File: config.mk
export PLATFORM = sky130hd
export DESIGN_NAME = fram_portb_arbiter
export DESIGN_NICKNAME = d
export VERILOG_FILES = /design/src/rtl/fram_portb_arbiter.sv
export SDC_FILE = /design/constraint.sdc
export NUM_CORES = 1
export LEC_CHECK = 0
export CAP_MARGIN = 25
export CELL_PAD_IN_SITES_DETAIL_PLACEMENT = 0
export CELL_PAD_IN_SITES_GLOBAL_PLACEMENT = 2
export CORE_UTILIZATION = 31
export CTS_CLUSTER_DIAMETER = 30
export DETAILED_ROUTE_END_ITERATION = 16
export GPL_TIMING_DRIVEN = 0
export PLACE_DENSITY_LB_ADDON = 0.1
export SYNTH_ARGS = -nofsm -noshare
export SYNTH_HDL_FRONTEND = slang
export SYNTH_SLANG_ARGS = --single-unit
File: constraint.sdc
create_clock -name clk -period 7.4 [get_ports clk]
set_input_delay 2.22 -clock clk [delete_from_list [all_inputs] [get_ports clk]]
set_output_delay 2.22 -clock clk [all_outputs]
set_load 0.05 [all_outputs]
File: src/rtl/fram_portb_arbiter.sv
// rtl/fram_portb_arbiter.sv - banked feature-SRAM port-B arbiter for decoder reads and CU write-back
// Purpose: shares port B of the banked feature SRAM between the decoder read stream and the
//   CU write-back stream. Writes are always queued in a small FIFO and drained in order; a read
//   that hits a queued address waits until that address has been written, and a head write
//   blocked by same-bank reads for STARVE_LIMIT cycles is forced out.
// Ports:
//   clk, rst                   clock, synchronous active-high reset
//   rd_req/rd_addr             decoder read request (level, held until rd_gnt)
//   rd_gnt                     read issued to BRAM this cycle
//   rd_rvalid/rd_rdata         read data, one cycle after rd_gnt
//   wr_req/wr_addr/wr_wdata    CU write-back; accepted when wr_ready
//   wr_ready, wb_pending       FIFO not full / FIFO not empty
//   bram_addr/wdata/we/en      per-bank BRAM controls, bank i at slice i
//   bram_rdata                 per-bank BRAM read data, 1-cycle latency
// Optional: define FRAM_ARB_STATS_EN to add clr_stats, conflict_cnt and starve_cnt_evt.
module fram_portb_arbiter #(
   parameter int ADDR_WIDTH      = 14,
   parameter int DATA_WIDTH      = 32,
   parameter int BANK_NUM        = 4,
   parameter int BANK_ADDR_WIDTH = 12,
   parameter int WB_DEPTH        = 4,
   parameter int STARVE_LIMIT    = 8
) (
   input  logic                                clk,
   input  logic                                rst,
   input  logic                                rd_req,
   input  logic [ADDR_WIDTH-1:0]               rd_addr,
   output logic                                rd_gnt,
   output logic                                rd_rvalid,
   output logic [DATA_WIDTH-1:0]               rd_rdata,
   input  logic                                wr_req,
   input  logic [ADDR_WIDTH-1:0]               wr_addr,
   input  logic [DATA_WIDTH-1:0]               wr_wdata,
   output logic                                wr_ready,
   output logic                                wb_pending,
   output logic [BANK_NUM*BANK_ADDR_WIDTH-1:0] bram_addr,
   output logic [BANK_NUM*DATA_WIDTH-1:0]      bram_wdata,
   output logic [BANK_NUM-1:0]                 bram_we,
   output logic [BANK_NUM-1:0]                 bram_en,
   input  logic [BANK_NUM*DATA_WIDTH-1:0]      bram_rdata
`ifdef FRAM_ARB_STATS_EN
   ,
   input  logic                                clr_stats,
   output logic [31:0]                         conflict_cnt,
   output logic [31:0]                         starve_cnt_evt
`endif
);

   localparam int BSEL_W = $clog2(BANK_NUM);
   localparam int PTR_W  = $clog2(WB_DEPTH);
   localparam int CNT_W  = PTR_W + 1;
   localparam int SC_W   = $clog2(STARVE_LIMIT + 1);

   typedef enum logic {S_RUN = 1'b0, S_DRAIN = 1'b1} state_t;

   state_t                state_q, state_d;
   logic [ADDR_WIDTH-1:0] fifo_addr_q [WB_DEPTH];
   logic [ADDR_WIDTH-1:0] fifo_addr_d [WB_DEPTH];
   logic [DATA_WIDTH-1:0] fifo_data_q [WB_DEPTH];
   logic [DATA_WIDTH-1:0] fifo_data_d [WB_DEPTH];
   logic [PTR_W-1:0]      head_q, head_d, tail_q, tail_d, hz_idx;
   logic [CNT_W-1:0]      count_q, count_d;
   logic [SC_W-1:0]       starve_q, starve_d;
   logic                  drained_q, drained_d;
   logic                  rd_rvalid_q, rd_rvalid_d;
   logic [BSEL_W-1:0]     rd_bank_q, rd_bank_d;

   logic                  fifo_empty, fifo_full, hazard, push, wr_issue, rd_go;
   logic                  head_blocked, starve_hit;
   logic [BSEL_W-1:0]     rd_bank, wr_bank;
   logic [ADDR_WIDTH-1:0] head_addr;
   logic [DATA_WIDTH-1:0] head_data;

   always_comb begin
      fifo_empty = (count_q == '0);
      fifo_full  = (count_q == CNT_W'(WB_DEPTH));
      head_addr  = fifo_addr_q[head_q];
      head_data  = fifo_data_q[head_q];
      rd_bank    = rd_addr[BSEL_W-1:0];
      wr_bank    = head_addr[BSEL_W-1:0];
      push       = wr_req & ~fifo_full;

      // A read must not overtake any queued write to the same word.
      hazard = 1'b0;
      hz_idx = '0;
      for (int i = 0; i < WB_DEPTH; i++) begin
         hz_idx = head_q + PTR_W'(i);
         if ((CNT_W'(i) < count_q) && (fifo_addr_q[hz_idx] == rd_addr)) begin
            hazard = rd_req;
         end
      end

      // Nothing reaches the BRAM in a reset cycle.
      rd_go    = 1'b0;
      wr_issue = 1'b0;
      if (!rst) begin
         if (state_q == S_RUN) begin
            rd_go    = rd_req & ~hazard;
            wr_issue = ~fifo_empty & (~rd_go | (wr_bank != rd_bank));
         end else begin
            wr_issue = ~fifo_empty;
         end
      end
      head_blocked = ~fifo_empty & ~wr_issue;
      starve_hit   = (state_q == S_RUN) & head_blocked & (starve_q == SC_W'(STARVE_LIMIT - 1));

      state_d   = state_q;
      drained_d = drained_q;
      case (state_q)
         S_RUN: begin
            if (hazard || starve_hit) begin
               state_d   = S_DRAIN;
               drained_d = 1'b0;
            end
         end
         S_DRAIN: begin
            // An empty FIFO also releases DRAIN: the hazarding write may have
            // already left in the cycle that entered DRAIN.
            if (!hazard && (wr_issue || drained_q || fifo_empty)) begin
               state_d   = S_RUN;
               drained_d = 1'b0;
            end else if (wr_issue) begin
               drained_d = 1'b1;
            end
         end
         default: state_d = S_RUN;
      endcase

      starve_d = starve_q;
      if (wr_issue) begin
         starve_d = '0;
      end else if (head_blocked && (starve_q != SC_W'(STARVE_LIMIT - 1))) begin
         starve_d = starve_q + 1'b1;
      end

      fifo_addr_d = fifo_addr_q;
      fifo_data_d = fifo_data_q;
      tail_d      = tail_q;
      head_d      = head_q;
      if (push) begin
         fifo_addr_d[tail_q] = wr_addr;
         fifo_data_d[tail_q] = wr_wdata;
         tail_d              = tail_q + 1'b1;
      end
      if (wr_issue) begin
         head_d = head_q + 1'b1;
      end
      count_d = count_q + CNT_W'(push) - CNT_W'(wr_issue);

      rd_rvalid_d = rd_go;
      rd_bank_d   = rd_bank;

      bram_en    = '0;
      bram_we    = '0;
      bram_addr  = '0;
      bram_wdata = '0;
      if (rd_go) begin
         bram_en[rd_bank] = 1'b1;
         bram_addr[int'(rd_bank)*BANK_ADDR_WIDTH +: BANK_ADDR_WIDTH] = rd_addr[ADDR_WIDTH-1:BSEL_W];
      end
      if (wr_issue) begin
         bram_en[wr_bank] = 1'b1;
         bram_we[wr_bank] = 1'b1;
         bram_addr[int'(wr_bank)*BANK_ADDR_WIDTH +: BANK_ADDR_WIDTH] = head_addr[ADDR_WIDTH-1:BSEL_W];
         bram_wdata[int'(wr_bank)*DATA_WIDTH +: DATA_WIDTH]           = head_data;
      end

      rd_gnt     = rd_go;
      rd_rvalid  = rd_rvalid_q;
      rd_rdata   = rd_rvalid_q ? bram_rdata[int'(rd_bank_q)*DATA_WIDTH +: DATA_WIDTH] : '0;
      wr_ready   = ~fifo_full;
      wb_pending = ~fifo_empty;
   end

   always_ff @(posedge clk) begin
      if (rst) begin
         state_q     <= S_RUN;
         head_q      <= '0;
         tail_q      <= '0;
         count_q     <= '0;
         starve_q    <= '0;
         drained_q   <= 1'b0;
         rd_rvalid_q <= 1'b0;
         rd_bank_q   <= '0;
      end else begin
         state_q     <= state_d;
         head_q      <= head_d;
         tail_q      <= tail_d;
         count_q     <= count_d;
         starve_q    <= starve_d;
         drained_q   <= drained_d;
         rd_rvalid_q <= rd_rvalid_d;
         rd_bank_q   <= rd_bank_d;
      end
   end

   // Entry storage needs no reset; occupancy is tracked by count_q.
   always_ff @(posedge clk) begin
      fifo_addr_q <= fifo_addr_d;
      fifo_data_q <= fifo_data_d;
   end

`ifdef FRAM_ARB_STATS_EN
   logic [31:0] conflict_q, conflict_d, sevt_q, sevt_d;

   always_comb begin
      conflict_d = conflict_q;
      sevt_d     = sevt_q;
      if (clr_stats) begin
         conflict_d = '0;
         sevt_d     = '0;
      end else begin
         // In RUN a blocked head can only be blocked by a same-bank read.
         if (head_blocked && rd_go && (conflict_q != 32'hFFFF_FFFF)) begin
            conflict_d = conflict_q + 32'd1;
         end
         if (starve_hit && (sevt_q != 32'hFFFF_FFFF)) begin
            sevt_d = sevt_q + 32'd1;
         end
      end
      conflict_cnt   = conflict_q;
      starve_cnt_evt = sevt_q;
   end

   always_ff @(posedge clk) begin
      if (rst) begin
         conflict_q <= '0;
         sevt_q     <= '0;
      end else begin
         conflict_q <= conflict_d;
         sevt_q     <= sevt_d;
      end
   end
`endif

endmodule

==> run_results.csv, run 1 <==
group,metric,value,unit
grt,grt_antenna_before_repair,5,
logic_synthesis,synthCells,1209,
routing,postRouteWirelength,58320,um
clocking,clock_buffer_count_from_cts,17,
die,rows,77,
logic_synthesis,post_synth.cell_area_avg,11.71,um^2
layout,footprint_of_the_multi_input_gates,8035,um^2
power,cellLeakagePower,6.867,nW
die,initial_core_util,31.74,%
clocking,cts_tree,"built",
layout,nets,1882,
routing,detail-route-antenna-nets,0,
sta,final.min_clock_period,7.357,ns
grt,globalRouteOverflowTotal,0,
logic_synthesis,synthDominantCellAreaShare,39.02,%
layout,final_layout_size_suffix_gt1_share,36.19,%
critical_path,worstPathMaxFanout,7,
routing,route.detailed.drc,0,
logic_synthesis,synth-seq-area-share,41.14,%
grt,largest_net_degree_at_the_start_of_global_routing,31,
sta,timing.final.hold_violations,0,
layout,nFillCells,4320,
clocking,cts_max_path_buffers,2,
clocking,total_number_of_clock_tree_sinks,199,
die,fp.dieArea,46540,um^2
sta,max_slew.worst_pin.slew,0.8521,ns
sta,tns,0,ns
sta,final.setup_skew,0.01341,ns
die,die_height,215.7,um
routing,wire_per_inst,25.67,um
sta,period_share,99.42,%
die,die_width,215.7,um
worst_hold_path,hold_path_class,"reg -> reg",
grt,grt.total_usage,24.81,%
logic_synthesis,synthArstFlopShare,0,%
logic_synthesis,yosys_most_used_dff,"sky130_fd_sc_hd__edfxtp_1",
place,hpwl,45600,um
place,gpl.final_weighted_congestion,0.9267,
sta,fmaxAchievable,135.9,MHz
logic_synthesis,synthesis.area,14160,um^2
place,port_buffers,406,
layout,num_antenna_cells,0,
clocking,root_buffer,"sky130_fd_sc_hd__clkbuf_16",
run_status,outcome,"finished, final reports clean",
logic_synthesis,synth_seq_cells,199,
logic_synthesis,synth.largest_area_cell,"sky130_fd_sc_hd__edfxtp_1",
routing,detailroute.via_count,12103,
critical_path,data_required_time_of_the_critical_path,5.18,ns
sta,slew_viol_final,0,
critical_path,crit_path_end_kind,"primary output",
critical_path,critPathLaunchType,"input pin",
clocking,h-tree-depth,4,
grt,vias_in_the_first_global_route,12270,
routing,drt-initial-drc-count,812,
layout,area.sequential,5826,um^2
clocking,clkTransAtPathRegs,0.08,ns
routing,detail_route.vias_per_cell,5.327,
flow_run,max-cap-violations,0,
logic_synthesis,syn_nets,1424,
power,vdd_drop_max,186.4,uV
logic_synthesis,edff_count_synth,184,
layout,area.growth.synth_to_final,40.00,%
power,power.density_cell_area,284.3,nW/um^2
logic_synthesis,yosys_warnings,0,
grt,grt_pass1_wl,84950,um
critical_path,worst-setup-path-type,"in -> out",
layout,postLayoutCoreUtil,44.44,%
sta,post-route-worst-setup-slack,0.04286,ns
routing,detailedRoute.firstPassIterationCount,5,
sta,setup_viol,0,
critical_path,critical_path_arrival,5.14,ns
logic_synthesis,netlist-cell-type-count,64,
die,core_region_area,44610,um^2
clocking,worstSkewPairLatency,0.45,ns
logic_synthesis,yosys-top-cells-area,"sky130_fd_sc_hd__edfxtp_1 (39%), sky130_fd_sc_hd__mux4_2 (14%), sky130_fd_sc_hd__nor3_2 (8.2%), sky130_fd_sc_hd__mux2i_1 (6.2%), sky130_fd_sc_hd__nand2_1 (3.1%)",
die,pin_count,412,
sta,timing.slew.headroom,43.20,%
place,dp_worst_setup_slack,-1.750,ns
per-stage QoR:
stage,hold slack [ns],cells,total power [mW],area [um^2]
CTS,0.5132,2261,5.619,19660
floorplan,0.4692,1209,3.507,14160
finish,0.5099,2272,5.636,19820
detailed placement,0.5015,2213,4.563,19080
global placement,0.4934,2207,4.543,18970
global route,0.5414,2272,5.927,19820
logic make-up (layout without fill, tap and decap cells):
group	count (synthesis)	in the layout	synth area share, %
AO/OA/AOI/OAI	115	115	5.646
XOR/XNOR	47	47	2.907
adder cells (fa/ha/maj)	23	23	2.085
buffers and inverters	133	604	4.860
flip-flops	199	199	41.14
multiplexers	188	188	21.04
AND/OR/NAND/NOR	504	504	22.32
critical path: stages:
cell and delay [ns]:
sky130_fd_sc_hd__dlygate4sd2_1 0.27, sky130_fd_sc_hd__clkbuf_8 0.18, sky130_fd_sc_hd__buf_4 0.15, sky130_fd_sc_hd__xnor2_2 0.16
sky130_fd_sc_hd__o2111a_1 0.23, sky130_fd_sc_hd__nand4_1 0.16, sky130_fd_sc_hd__nor4b_4 0.30, sky130_fd_sc_hd__buf_4 0.18
sky130_fd_sc_hd__nor4_4 0.04, sky130_fd_sc_hd__buf_6 0.16, sky130_fd_sc_hd__buf_4 0.15, sky130_fd_sc_hd__a21oi_4 0.28
sky130_fd_sc_hd__clkbuf_16 0.23, sky130_fd_sc_hd__mux2i_2 0.23, sky130_fd_sc_hd__buf_6 0.19
registers in the layout (all words and copies together) (netlist names):
| signal | flops |
|---|---|
| count_q | 3 |
| fifo_addr_q | 56 |
| fifo_data_q | 128 |
| head_q | 2 |
| rd_bank_q | 2 |
| rd_rvalid | 1 |
| starve_q | 4 |
| state_q | 1 |
| tail_q | 2 |
cell usage in the layout, fill, tap and decap left out, drive strengths merged, types with 20 or more instances in the layout:
| cell type | synthesis | layout |
|---|---|---|
| buf | 49 | 256 |
| clkdlybuf4s50 | 0 | 211 |
| edfxtp | 184 | 184 |
| nor3 | 142 | 142 |
| nand2 | 116 | 116 |
| clkbuf | 63 | 91 |
| mux2i | 88 | 88 |
| mux4 | 86 | 86 |
| nor2 | 61 | 61 |
| nand3 | 50 | 50 |
| and2 | 40 | 40 |
| nand2b | 34 | 34 |
| xnor2 | 33 | 33 |
| inv | 20 | 28 |
| o21ai | 23 | 23 |
| ha | 22 | 22 |
| a21oi | 21 | 21 |
| nand4 | 20 | 20 |
where the power goes:
part | internal, mW | total (mW) | switching, mW
registers | 1.36 | 1.41 | 0.0479
logic | 1.14 | 3.30 | 2.16
clock network | 0.483 | 0.932 | 0.449
synthesized netlist by cell type, types with 3 or more instances:
library cell,count
sky130_fd_sc_hd__nor2_1,61
sky130_fd_sc_hd__nand3_1,50
sky130_fd_sc_hd__mux2i_1,87
sky130_fd_sc_hd__ha_1,22
sky130_fd_sc_hd__a2111oi_0,3
sky130_fd_sc_hd__xnor2_1,33
sky130_fd_sc_hd__inv_1,16
sky130_fd_sc_hd__a21oi_1,17
sky130_fd_sc_hd__nand3b_1,6
sky130_fd_sc_hd__buf_4,11
sky130_fd_sc_hd__a31oi_1,7
sky130_fd_sc_hd__inv_2,4
sky130_fd_sc_hd__xor2_1,14
sky130_fd_sc_hd__nand2_1,116
sky130_fd_sc_hd__nor2b_1,6
sky130_fd_sc_hd__nand2b_1,34
sky130_fd_sc_hd__dfxtp_1,15
sky130_fd_sc_hd__a211oi_1,5
sky130_fd_sc_hd__a22o_1,15
sky130_fd_sc_hd__edfxtp_1,184
sky130_fd_sc_hd__nand4_1,20
sky130_fd_sc_hd__or4bb_1,3
sky130_fd_sc_hd__mux4_2,86
sky130_fd_sc_hd__o21ai_0,21
sky130_fd_sc_hd__clkbuf_1,63
sky130_fd_sc_hd__o22ai_1,11
sky130_fd_sc_hd__nor3_2,116
sky130_fd_sc_hd__buf_6,18
sky130_fd_sc_hd__mux2_2,13
sky130_fd_sc_hd__and2_1,40
sky130_fd_sc_hd__nor3_1,26
sky130_fd_sc_hd__buf_1,10
sky130_fd_sc_hd__a21oi_2,4
sky130_fd_sc_hd__o2bb2ai_1,4
sky130_fd_sc_hd__nor4_2,3
sky130_fd_sc_hd__and3_1,5
sky130_fd_sc_hd__nor3b_1,6
sky130_fd_sc_hd__buf_2,10
sky130_fd_sc_hd__a221oi_1,6
sky130_fd_sc_hd__a22oi_1,8
final cells by class:
| cell class | count | share of cell area (%) |
|---|---|---|
| multi-input combinational | 877 | 40.53 |
| sequential | 199 | 29.39 |
| timing repair buffer | 439 | 18.90 |
| buffer | 112 | 4.033 |
| tap | 592 | 3.736 |
| clock buffer | 19 | 2.184 |
| clock inverter | 13 | 0.7889 |
| inverter | 21 | 0.4355 |
routing by layer:
layer / vias up / global-route usage [%] / wire length (um)
met4: 4 / 6.761 / 1220
met2: 454 / 43.05 / 29240
li1: 5503 / - / -
met3: 64 / 4.708 / 3673
met5: - / 0 / 20
met1: 6078 / 31.36 / 24170
final timing paths:
path                     from            to  slack, ns  depth (start not counted)
setup / recovery   rd_addr[1]  bram_addr[7]       0.04                         15
setup reg to reg    head_q[1]    count_q[2]       2.75                         18
hold reg to reg   starve_q[1]   starve_q[1]       0.51                          2
hold / removal    starve_q[1]   starve_q[1]       0.51                          2
timing repair:
| action | CTS | global route |
|---|---|---|
| pin swaps | 12 | 12 |
| hold buffers | 0 | 0 |
| setup endpoints to repair | 185 | 183 |
| gates cloned | 3 | 1 |
| resized for setup | 1067 | 104 |
| buffers inserted | 13 | 11 |
Note: power is estimated with default switching activity, not from simulation.
==> run 2: changes to the inputs <==
CTS_CLUSTER_DIAMETER = 60   (was 30)
MAX_ROUTING_LAYER = met4   (was unset)
==> run_results.csv, run 2 (synthesis gave the netlist of run 1 again) <==
group,metric,value,unit
grt,largest_net_degree_at_the_start_of_global_routing,27,
sta,tns,0,ns
critical_path,reg2reg_slack,2.96,ns
place,port_buffers,406,
grt,grt_antenna_before_repair,4,
power,fin_total_pwr,5.556,mW
layout,mostFrequentLayoutCells,"sky130_fd_sc_hd__clkdlybuf4s50_1 (211), sky130_fd_sc_hd__edfxtp_1 (184), sky130_fd_sc_hd__nand2_1 (115), sky130_fd_sc_hd__nor3_2 (115), sky130_fd_sc_hd__buf_2 (114)",
routing,postRouteWirelength,58000,um
sta,final.min_clock_period,7.387,ns
layout,final_layout_size_suffix_gt1_share,34.98,%
clocking,root_buffer,"sky130_fd_sc_hd__clkbuf_16",
layout,area.growth.synth_to_final,38.99,%
routing,detailedRoute.firstPassIterationCount,5,
routing,detailroute.via_count,12083,
die,die_width,215.7,um
sta,slew_viol_final,0,
worst_hold_path,hold_path_class,"reg -> reg",
die,core_region_area,44610,um^2
grt,grt.total_usage,25.34,%
power,vdd_drop_max,151.9,uV
die,pin_count,412,
clocking,clkTransAtPathRegs,0.08,ns
critical_path,crit_path_end_kind,"primary output",
die,rows,77,
layout,postLayoutCoreUtil,44.12,%
place,gpl.final_weighted_congestion,0.9426,
grt,globalRouteOverflowTotal,0,
die,fp.dieArea,46540,um^2
layout,largest_register,"fifo_data_q",
clocking,cts_tree,"built",
routing,route.detailed.drc,0,
clocking,h-tree-depth,4,
layout,nFillCells,4313,
clocking,clock_buffer_count_from_cts,17,
sta,post-route-worst-setup-slack,0.01331,ns
flow_run,max-cap-violations,0,
layout,mostFrequentLayoutCell,"sky130_fd_sc_hd__clkdlybuf4s50_1",
clocking,total_number_of_clock_tree_sinks,199,
place,dpl.cell_count,2213,
sta,setup_viol,0,
layout,reg.largest.list,"fifo_data_q: 128 flops, fifo_addr_q: 56 flops, starve_q: 4 flops",
worst_hold_path,hold_start,"tail_q[1]",
critical_path,data_required_time_of_the_critical_path,5.18,ns
worst_hold_path,cell_depth_of_the_worst_hold_path,2,
routing,wire_per_inst,25.53,um
sta,final.setup_skew,0.008621,ns
sta,timing.slew.headroom,44.73,%
layout,nets,1881,
critical_path,worstPathMaxFanout,6,
worst_hold_path,worstHoldEndpoint,"tail_q[1]",
critical_path,rr_worst_depth,17,
die,die_height,215.7,um
run_status,outcome,"finished, final reports clean",
layout,stdcell_count,2272,
grt,grt_pass1_wl,84180,um
critical_path,critical_path_arrival,5.17,ns
sta,period_share,99.82,%
critical_path,critical_path.reg2reg.startpoint,"head_q[1]",
sta,max_slew.worst_pin.slew,0.8291,ns
routing,detail-route-antenna-nets,0,
grt,vias_in_the_first_global_route,12078,
power,cellLeakagePower,6.744,nW
power,power.density_cell_area,282.3,nW/um^2
routing,drt-initial-drc-count,856,
routing,detail_route.vias_per_cell,5.318,
clocking,cts_max_path_buffers,2,
place,dp_worst_setup_slack,-1.649,ns
critical_path,crit-reg2reg-capture,"count_q[2]",
sta,timing.final.hold_violations,0,
critical_path,worst-setup-path-type,"in -> out",
sta,fmaxAchievable,135.4,MHz
layout,largest_register_ff_count,128,
critical_path,critPathLaunchType,"input pin",
place,hpwl,45570,um
die,initial_core_util,31.74,%
clocking,worstSkewPairLatency,0.44,ns
==> run 2: cell count changes in the layout (fill, tap and decap cells not counted), moves of 6 or more <==
cell                       delta
sky130_fd_sc_hd__buf_2       -25
sky130_fd_sc_hd__mux2i_4      -6
sky130_fd_sc_hd__clkbuf_2    -11
sky130_fd_sc_hd__clkbuf_4    +24
sky130_fd_sc_hd__buf_4       +20
sky130_fd_sc_hd__buf_6       -14
==> run 2: final cells by class <==
type / count / area (um^2) / share of cell area, %
diodes: 2 / 5.005 / 0.02543
clock buffers: 18 / 429.2 / 2.181
plain buffers: 112 / 798.3 / 4.056
flip-flops and latches: 199 / 5826 / 29.60
multi-input cells: 877 / 7900 / 40.14
clock inverters: 13 / 138.9 / 0.7057
well taps: 592 / 740.7 / 3.764
inverters: 21 / 86.33 / 0.4387
repair buffers: 438 / 3756 / 19.09
==> run 2: how the worst max path moves through the flow <==
stage                    start              to  slack (ns)  cells after the start
finish              rd_addr[1]    bram_addr[8]        0.01                     13
global placement    rd_addr[9]   bram_addr[15]       -1.69                     11
floorplan           rd_addr[7]  bram_wdata[32]       -0.01                     10
detailed placement  rd_addr[9]   bram_addr[20]       -1.65                     11
CTS                 rd_addr[4]   bram_addr[26]       0.004                     12
global route        rd_addr[1]   bram_addr[11]       -0.01                     13
==> run 2: report_power, final <==
part	internal, mW	total (mW)	switching, mW
logic	1.12	3.24	2.12
clock network	0.473	0.905	0.432
registers	1.36	1.41	0.0478
total	2.95	5.56	2.60
==> run 2: stage by stage <==
stage / hold slack, ns / instance area (um^2)
after global placement: 0.4938 / 18970
after CTS: 0.5042 / 19400
after global routing: 0.5440 / 19680
after floorplan: 0.4692 / 14160
after detailed placement: 0.4928 / 19070
final: 0.4989 / 19680
==> run 2: what timing repair did <==
item	CTS	global route
gates resized for setup	1040	130
hold buffers	0	0
endpoints found under the setup margin	185	185
pin swaps	11	7
setup buffers	15	9
gates cloned	2	1
==> run 2: metal layers <==
layer,track usage (%),vias to the layer above,part of all wire (%)
met5,-,-,0
met4,5.792,0,1.6
met3,4.792,45,6.3
met2,42.36,449,50
met1,31.62,6083,42
li1,-,5506,-
==> run 2: worst max-delay path, cell delays in order <==
cell	delay, ns
sky130_fd_sc_hd__dlygate4sd2_1	0.28
sky130_fd_sc_hd__clkbuf_8	0.18
sky130_fd_sc_hd__buf_4	0.16
sky130_fd_sc_hd__xnor2_1	0.21
sky130_fd_sc_hd__o2111a_1	0.24
sky130_fd_sc_hd__nand4_1	0.18
sky130_fd_sc_hd__nor4b_4	0.44
sky130_fd_sc_hd__nor4_4	0.12
sky130_fd_sc_hd__buf_4	0.17
sky130_fd_sc_hd__a21oi_4	0.29
sky130_fd_sc_hd__clkbuf_16	0.23
sky130_fd_sc_hd__mux2i_1	0.19
sky130_fd_sc_hd__buf_4	0.23
==> run 3: changes to the inputs <==
CAP_MARGIN = unset   (was 25)
GPL_TIMING_DRIVEN = unset   (was 0)
==> run_results.csv, run 3 (synthesis gave the netlist of run 1 again) <==
group,metric,value,unit
worst_hold_path,hold_path_class,"reg -> reg",
sta,max_slew.worst_pin.slew,1.075,ns
routing,route.detailed.drc,0,
power,share_of_total_power_in_sequential_cells,26.9,%
clocking,cts_max_path_buffers,2,
critical_path,rr_worst_depth,16,
die,rows,77,
routing,drt-initial-drc-count,809,
sta,fmaxAchievable,136.1,MHz
layout,largest_register,"fifo_data_q",
clocking,cts_hold_buffers,0,
power,cellLeakagePower,7.248,nW
place,cell_area_after_placement,19850,um^2
layout,stdcell_area,20880,um^2
critical_path,crit_end,"bram_addr[20]",
die,pin_count,412,
sta,setup_viol,0,
critical_path,crit_path_end_kind,"primary output",
grt,globalRouteOverflowTotal,0,
die,die_height,215.7,um
die,fp.dieArea,46540,um^2
sta,tns,0,ns
power,internal_power_summed_over_all_cells,3.011,mW
clocking,worstSkewPairLatency,0.45,ns
layout,area.growth.synth_to_final,47.48,%
critical_path,critical_path_arrival,5.13,ns
layout,mostFrequentLayoutCell,"sky130_fd_sc_hd__buf_4",
power,power.net_switching,2.537,mW
layout,largest_register_ff_count,128,
critical_path,reg2reg_slack,2.94,ns
critical_path,worst-setup-path-type,"in -> out",
place,port_buffers,411,
sta,period_share,99.26,%
sta,worst_hold_slack,0.4990,ns
grt,grt_pass1_wl,78400,um
power,power.combinational.fraction,56.2,%
layout,final_layout_size_suffix_gt1_share,37.81,%
flow_run,max-cap-violations,0,
grt,grt.total_usage,23.28,%
place,gpl.final_weighted_congestion,0.8961,
power,vdd_drop_max,170.7,uV
critical_path,critical_path.reg2reg.startpoint,"head_q[0]",
routing,detailedRoute.firstPassIterationCount,4,
layout,nets,1900,
power,clock_power_share,17.0,%
grt,largest_net_degree_at_the_start_of_global_routing,66,
grt,vias_in_the_first_global_route,12132,
critical_path,worstPathMaxFanout,6,
critical_path,crit-reg2reg-capture,"count_q[2]",
sta,timing.slew.headroom,28.26,%
clocking,root_buffer,"sky130_fd_sc_hd__clkbuf_16",
clocking,total_number_of_clock_tree_sinks,199,
critical_path,critPathLaunchType,"input pin",
layout,reg.largest.list,"fifo_data_q: 128 flops, fifo_addr_q: 56 flops, starve_q: 4 flops",
routing,detail-route-antenna-nets,0,
sta,slew_viol_final,0,
layout,mostFrequentLayoutCells,"sky130_fd_sc_hd__buf_4 (265), sky130_fd_sc_hd__clkdlybuf4s50_1 (215), sky130_fd_sc_hd__edfxtp_1 (184)",
die,initial_core_util,31.74,%
sta,post-route-worst-setup-slack,0.05448,ns
clocking,clock_buffer_count_from_cts,17,
sta,timing.final.hold_violations,0,
place,hpwl,40690,um
critical_path,data_required_time_of_the_critical_path,5.18,ns
die,die_width,215.7,um
routing,wire_per_inst,23.40,um
grt,grt_antenna_before_repair,7,
routing,postRouteWirelength,53700,um
die,core_region_area,44610,um^2
clocking,h-tree-depth,4,
run_status,outcome,"finished, final reports clean",
sta,final.setup_skew,0.008592,ns
power,power.density_cell_area,265.7,nW/um^2
critical_path,crit_start,"rd_addr[12]",
sta,final.min_clock_period,7.346,ns
clocking,clkTransAtPathRegs,0.08,ns
routing,detailroute.via_count,11914,
sta,grt_setup_unrepaired,"yes",
place,dp_worst_setup_slack,-0.2551,ns
power,switching_share,45.73,%
routing,detail_route.vias_per_cell,5.191,
layout,postLayoutCoreUtil,46.82,%
clocking,cts_tree,"built",
==> run 3: routing by layer <==
layer / part of all wire (%) / track usage, % / vias to the layer above
li1: - / - / 5532
met1: 43 / 29.37 / 5923
met2: 50 / 38.42 / 409
met3: 5.6 / 3.820 / 50
met4: 2.1 / 6.548 / 0
met5: 0 / - / -
==> run 3: metrics by stage <==
step / power (mW) / instances
finish: 5.547 / 2295
floorplan: 3.507 / 1209
CTS: 5.529 / 2279
global placement: 4.557 / 2245
detailed placement: 4.564 / 2245
global route: 5.868 / 2294
==> run 3: timing repair <==
item | CTS | global route
gates resized for setup | 13 | 43
gates cloned | 1 | 2
setup buffers | 1 | 11
pin swaps | 4 | 8
endpoints found under the setup margin | 176 | 154
==> run 3: worst min-delay path by stage <==
stage                           end  cells after the start      start
after detailed placement  tail_q[1]                      2  tail_q[1]
after global routing      tail_q[1]                      2  tail_q[1]
final                     tail_q[1]                      2  tail_q[1]
after CTS                 tail_q[1]                      2  tail_q[1]
after floorplan           tail_q[1]                      2  tail_q[1]
after global placement    tail_q[1]                      2  tail_q[1]
==> run 3: cell type report <==
cell class / count / area, um^2
Fill cell: 4143 / 23720
Multi-Input combinational cell: 877 / 7840
Sequential cell: 199 / 5834
Timing Repair Buffer: 569 / 5777
Tap cell: 592 / 740.7
Clock buffer: 18 / 429.2
Clock inverter: 14 / 170.2
Inverter: 21 / 78.83
Antenna cell: 5 / 12.51
==> run 3: worst max-delay path: stages <==
cell and delay [ns]:
sky130_fd_sc_hd__clkdlybuf4s50_1 0.47, sky130_fd_sc_hd__buf_6 0.16, sky130_fd_sc_hd__xor2_2 0.17, sky130_fd_sc_hd__nor4bb_4 0.33, sky130_fd_sc_hd__a31oi_2 0.10, sky130_fd_sc_hd__nor4_4 0.37, sky130_fd_sc_hd__nor4_4 0.06, sky130_fd_sc_hd__buf_6 0.14
sky130_fd_sc_hd__buf_12 0.13, sky130_fd_sc_hd__a21oi_4 0.25, sky130_fd_sc_hd__buf_12 0.19, sky130_fd_sc_hd__mux2i_4 0.25, sky130_fd_sc_hd__buf_4 0.15, sky130_fd_sc_hd__buf_12 0.13
==> run 3: power groups by stage <==
stage | sequential (mW) | clock (mW) | combinational, mW
3_5_place_dp | 1.52 | 0 | 3.04
5_1_grt | 1.51 | 1.01 | 3.34
2_1_floorplan | 1.42 | 0 | 2.08
4_1_cts | 1.49 | 0.969 | 3.07
3_3_place_gp | 1.51 | 0 | 3.04
6_report | 1.49 | 0.942 | 3.12
